$ cat src/rtl/key_conditioner.sv
// key_conditioner: synchronize, debounce and edge-detect two player keys into one-cycle press pulses
module key_conditioner #(
  parameter int DEBOUNCE_CYCLES = 500000,
  parameter bit KEY_ACTIVE_LOW  = 1
) (
  input  logic       clk,
  input  logic       reset,
  input  logic       key_l,
  input  logic       key_r,
  output logic       pressL,
  output logic       pressR,
  output logic       tie,
  output logic [1:0] held
);
  localparam int CW = $clog2(DEBOUNCE_CYCLES + 1);
  localparam logic [CW-1:0] LAST = CW'(DEBOUNCE_CYCLES - 1);
  typedef enum logic {IDLE, DOWN} state_t;
  logic [1:0] pk, s1_q, s2_q, stable_q, stable_d, req;
  logic [1:0][CW-1:0] cnt_q, cnt_d;
  state_t state_q [2];
  state_t state_d [2];
  logic press_l_q, press_l_d, press_r_q, press_r_d, tie_q, tie_d;
  logic [1:0] held_q;
  assign pk = KEY_ACTIVE_LOW ? ~{key_r, key_l} : {key_r, key_l};
  // Per channel: restart count on any matching sample, accept after LAST+1 differing ones; fire on IDLE->DOWN
  always_comb begin
    for (int i = 0; i < 2; i++) begin
      cnt_d[i]    = (s2_q[i] == stable_q[i] || cnt_q[i] == LAST) ? '0 : cnt_q[i] + 1'b1;
      stable_d[i] = (s2_q[i] != stable_q[i] && cnt_q[i] == LAST) ? s2_q[i] : stable_q[i];
      req[i]      = state_q[i] == IDLE && stable_q[i];
      state_d[i]  = req[i] ? DOWN : (state_q[i] == DOWN && !stable_q[i]) ? IDLE : state_q[i];
    end
  end
  // Arbiter: a lone request passes, simultaneous requests are both dropped and reported as a tie
  always_comb begin
    press_l_d = req[0] & ~req[1];
    press_r_d = req[1] & ~req[0];
    tie_d     = &req;
  end
  // State registers; reset puts every channel in the released state
  always_ff @(posedge clk or negedge reset) begin
    if (!reset) begin
      s1_q      <= '0;
      s2_q      <= '0;
      stable_q  <= '0;
      cnt_q     <= '0;
      state_q   <= '{IDLE, IDLE};
      press_l_q <= 1'b0;
      press_r_q <= 1'b0;
      tie_q     <= 1'b0;
      held_q    <= '0;
    end else begin
      s1_q      <= pk;
      s2_q      <= s1_q;
      stable_q  <= stable_d;
      cnt_q     <= cnt_d;
      state_q   <= state_d;
      press_l_q <= press_l_d;
      press_r_q <= press_r_d;
      tie_q     <= tie_d;
      held_q    <= stable_q;
    end
  end
  assign pressL = press_l_q;
  assign pressR = press_r_q;
  assign tie    = tie_q;
  assign held   = held_q;
endmodule

$ cat config.mk
export PLATFORM = sky130hd
export DESIGN_NAME = key_conditioner
export DESIGN_NICKNAME = d
export VERILOG_FILES = /design/src/rtl/key_conditioner.sv
export SDC_FILE = /design/constraint.sdc
export NUM_CORES = 1
export LEC_CHECK = 0
export BUFFER_PORTS_ARGS = -buffer_cell sky130_fd_sc_hd__buf_2
export CAP_MARGIN = 20
export CORE_MARGIN = 10
export CORE_UTILIZATION = 40
export CTS_BUF_LIST = sky130_fd_sc_hd__clkbuf_16
export DETAILED_ROUTE_END_ITERATION = 8
export HOLD_SLACK_MARGIN = 0.15
export PLACE_DENSITY_LB_ADDON = 0.2
export SYNTH_ARGS = -nofsm -noshare
export SYNTH_HDL_FRONTEND = slang
export SYNTH_SLANG_ARGS = --single-unit
$ cat constraint.sdc
create_clock -name clk -period 1.8 [get_ports clk]
set_input_delay 0.18 -clock clk [delete_from_list [all_inputs] [get_ports clk]]
set_output_delay 0.18 -clock clk [all_outputs]
set_load 0.01 [all_outputs]
After elaboration in Yosys (flattened, before gate mapping)
Index checks and enable logic that the tools add are counted.
- logic and storage cells: 46
- bits of input ports: 4
- output and inout port bits: 5
- register bits: 51
- reductions and logical operators: 13
- eq/ne operators: 6
- add/subtract/negate cells: 2
- bitwise logic cells: 7
- muxes and demuxes: 6
- operators with widths (operator ; number):
    19-bit by 1-bit adder with 19-bit output (second input constant) ; 2
    19-bit == test (second input constant) ; 2
    19-bit two-way mux ; 2
    1-bit logical AND ; 6
    1-bit two-way mux ; 4
    1-bit NOT ; 4
    2-bit nonzero test ; 2
    1-bit bitwise AND ; 2
    1-bit == test ; 2
    1-bit zero test ; 2
    1-bit logical OR ; 2
    1-bit inequality test ; 2
    2-bit NOT ; 1
    2-bit AND reduction ; 1

Longest topological paths before layout
- depth after elaboration: 4
- mapped depth: 6
- gate-level depth less buffers: 5

Least setup slack after synthesis
No wires, ideal clock.
- kind: register to register
- from: register cnt_q[19] (netlist name)
- to: register cnt_q[35] (netlist name)
- setup slack: -69 ps
- setup time: 78 ps
- required time: 1722 ps
- buffers on the path: 0
- clock period less this slack: 1869 ps
- cell stages (with the launch flop): 6
- arrival: 1791 ps
- cell sequence: dfrtp_1 -> ha_1 -> nand4_4 -> or4_4 -> or3_1 -> a21oi_1
- RTL lines (what ; line ; RTL):
    from (decl) ; 19 ; logic [1:0][CW-1:0] cnt_q, cnt_d;
    from (signal assigned) ; 56 ; cnt_q <= cnt_d;

Worst setup path after layout
- from: register cnt_q[1] (netlist name)
- to: register stable_q[0]
- cells in the longest elaborated chain, start to end: 2
- RTL lines (what ; line ; RTL):
    19-bit == test ; 29 ; stable_d[i] = (s2_q[i] != stable_q[i] && cnt_q[i] == LAST) ? s2_q[i] : stable_q[i];
    1-bit logical AND ; 29 ;
    to (signal assigned) ; 55 ; stable_q <= stable_d;
    to (decl) ; 18 ; logic [1:0] pk, s1_q, s2_q, stable_q, stable_d, req;
Every way passes these cells.
A chain may end at the register's enable or synchronous reset.

==> results.sh <==
export IMPL_cts_made_buffers=5
export IMPL_netlist_area_sq_um=2430
export IMPL_die_area_sq_um=9600
export IMPL_htreeDepth=2
export IMPL_power_density_nw_per_um2=736
export IMPL_cp_start_kind="register"
export IMPL_pin_count=9
export IMPL_cp_end_kind="register"
export IMPL_io_buffers=8
export IMPL_ys_types=32
export IMPL_worst_pin_slew_ps=636
export IMPL_core_sq_um=5920
export IMPL_final_cell_mix="dfrtp_1, nor2_1, buf_4, xnor2_1, nand3_1"
export IMPL_syn_inst=228
export IMPL_cts_sinks=51
export IMPL_min_path_cells=0
export IMPL_rows=28
export IMPL_drive_gt1_frac=0.254
export IMPL_clock_path_buffers=2
export IMPL_hp_start="s1_q[0]$_DFF_PN0_"
export IMPL_clk_pin_slew_worst_paths_ps=70
export IMPL_slew_headroom=0.576
export IMPL_die_h_microns=98.0
export IMPL_reg2reg_from="cnt_q[1]$_DFF_PN0_"
export IMPL_synth_ff_latch_count=51
export IMPL_maxSlewViolCount=0
export IMPL_min_path_type="register to register"
export IMPL_hold_violations=0
export IMPL_rr_worst_depth=5
export IMPL_status="finished, final reports clean"
export IMPL_track_usage=0.0997
export IMPL_die_w_microns=98.0
export IMPL_drc_errors=0
export IMPL_synth_avg_cell_area_sq_um=10.7
export IMPL_met1_length_microns=2420
export IMPL_post_drt_via_cell_ratio=4.99
export IMPL_diodes=0
export IMPL_critPathKind="register to register"
export IMPL_routed_wl_met2_microns=2160
export IMPL_drtIter0Drc=67
export IMPL_r2r_slack_ps=30
export IMPL_arrival_ps=1950
export IMPL_drt_pass1_iter_count=4
export IMPL_fmax_mhz=563
export IMPL_cap_violations=0
export IMPL_fin_skew_ps=7.22
export IMPL_num_vias=1765
export IMPL_ir_worst_vdd_uv=531
export IMPL_ys_warn_count=0
export IMPL_p_leak_uw=0.00138
export IMPL_rsz0062_at_grt="true"
export IMPL_root_buffer="clkbuf_16"
export IMPL_worstHoldEndpoint="s2_q[0]$_DFF_PN0_"
export IMPL_syn_num_nets=236
export IMPL_drt_total_wl_microns=4770
export IMPL_finalCritPeriodShare=0.986
export IMPL_antenna_found_initial=0
export IMPL_synth_main_ff_cell="dfrtp_1"
export IMPL_nets=286
export IMPL_final_common_cell="dfrtp_1"
export IMPL_place_congestion=0.729
export IMPL_power_uw=2260
export IMPL_grt_max_degree=52
export IMPL_setup_violations=0
export IMPL_cp_max_fo=5
export IMPL_synth_edff_count=0
export IMPL_start_util=0.411
export IMPL_synthArstFlopShare=1.00
export IMPL_grt_pass1_vias=1731
export IMPL_syn_to_final_growth_pct=26.1
export IMPL_highest_layer="met4"
export IMPL_cts_tree="yes"
export IMPL_r2r_end="stable_q[0]$_DFFE_PN0P_"
export IMPL_grt_overflow_total=0
export IMPL_clk_latency_ps=290
export IMPL_ys_seq_area_frac=0.525
export IMPL_grt_pass1_wl_microns=8150
export IMPL_fin_area_sq_um=3070
export IMPL_placed_area_sq_um=2800
export IMPL_route_met3_wl_microns=157
export IMPL_wire_per_inst_microns=13.5
export IMPL_fin_crit_ps=1770
export IMPL_antenna_left=0
export IMPL_worst_endpoint_required_ps=1980
export IMPL_dp_hpwl_microns=3260
## how the worst max path moves through the flow
stage                         from                 endpoint  slack (ps)  cells past startpoint
2_1_floorplan   cnt_q[0]$_DFF_PN0_      cnt_q[16]$_DFF_PN0_          10                      5
3_3_place_gp   cnt_q[28]$_DFF_PN0_  stable_q[1]$_DFFE_PN0P_         -40                      4
3_5_place_dp   cnt_q[28]$_DFF_PN0_  stable_q[1]$_DFFE_PN0P_         -80                      4
4_1_cts         cnt_q[0]$_DFF_PN0_  stable_q[0]$_DFFE_PN0P_           7                      5
5_1_grt         cnt_q[1]$_DFF_PN0_  stable_q[0]$_DFFE_PN0P_         -30                      5
6_report        cnt_q[1]$_DFF_PN0_  stable_q[0]$_DFFE_PN0P_          30                      5
## what timing repair did
| item | CTS | global route |
|---|---|---|
| gates resized for setup | 2 | 8 |
| pin swaps | 2 | 10 |
| endpoints found under the setup margin | 3 | 36 |
| endpoints found under the hold margin | 53 | 0 |
| hold buffers | 3 | 0 |
| gates cloned | 0 | 1 |
| buffers inserted | 1 | 2 |
## worst max-delay path, cell delays in order (launching register included)
cell	delay [ps]
dfrtp_1	400
ha_4	170
nand4_4	110
buf_6	150
or4_4	540
mux2_2	290
## where the power goes
part | switching, uW | internal, uW | total (uW)
Sequential | 16.9 | 1160 | 1180
Clock | 443 | 530 | 974
Combinational | 59.6 | 46.7 | 106
## stage by stage
stage / hold slack (ps) / util / setup WS (ps) / cells / setup TNS, ps
global route: 355 / 0.518 / -33.2 / 354 / -53.1
global placement: 326 / 0.474 / -44.4 / 339 / -44.4
CTS: 352 / 0.508 / 6.68 / 351 / 0
finish: 351 / 0.518 / 25.1 / 354 / 0
detailed placement: 325 / 0.474 / -84.5 / 339 / -84.5
floorplan: -116 / - / 11.0 / 228 / 0
## routing by layer
| layer | vias up | GRT usage |
|---|---|---|
| met5 | - | 0 |
| met4 | 0 | 0.0302 |
| met3 | 4 | 0.0275 |
| met2 | 14 | 0.155 |
| met1 | 851 | 0.131 |
| li1 | 896 | - |
## cell usage after synthesis (2+ instances only)
| cell | count | area [sq um] |
|---|---|---|
| nor3_1 | 8 | 40.0 |
| o21ai_0 | 5 | 25.0 |
| xor2_1 | 9 | 78.8 |
| or4_4 | 2 | 22.5 |
| or4_1 | 2 | 15.0 |
| nor2_1 | 36 | 135 |
| nor2b_1 | 3 | 18.8 |
| buf_2 | 3 | 15.0 |
| and3_1 | 2 | 12.5 |
| nor4b_1 | 2 | 17.5 |
| dfrtp_1 | 51 | 1280 |
| a21oi_1 | 7 | 35.0 |
| xnor2_1 | 20 | 175 |
| nand4_1 | 7 | 43.8 |
| ha_1 | 4 | 50.1 |
| nand3_1 | 14 | 70.1 |
| o41ai_4 | 2 | 55.1 |
| nor4_1 | 7 | 43.8 |
| or3_1 | 5 | 31.3 |
| nand4_4 | 2 | 42.5 |
| mux2_2 | 4 | 45.0 |
| nand2_1 | 12 | 45.0 |
| and4_1 | 2 | 17.5 |
| inv_1 | 11 | 41.3 |
## sequential cells by signal, summed over array words and instances (netlist names)
signal	count
held	2
cnt_q	38
s1_q	2
s2_q	2
pressR	1
tie	1
stable_q	2
state_q	2
pressL	1
## area by class of cell
cell class                 instances  area (sq um)
clock buffer                       5           125
clock inverter                     3          28.8
fill                             526          2850
inverter                          11          41.3
multi-input combinational        162          1150
sequential                        51          1280
tap                               75          93.8
timing repair buffer              47           353
## kinds of logic (layout without fill, tap and decap cells)
| family | after synthesis | after routing | share of synthesized area |
|---|---|---|---|
| buf+inv | 15 | 66 | 0.0278 |
| xor+xnor | 29 | 29 | 0.104 |
| simple gates | 109 | 109 | 0.249 |
| mux | 5 | 5 | 0.0226 |
| fa+ha+maj | 4 | 4 | 0.0206 |
| flops | 51 | 51 | 0.525 |
| compound gates | 15 | 15 | 0.0504 |
Note: power is estimated with default switching activity, not from simulation.
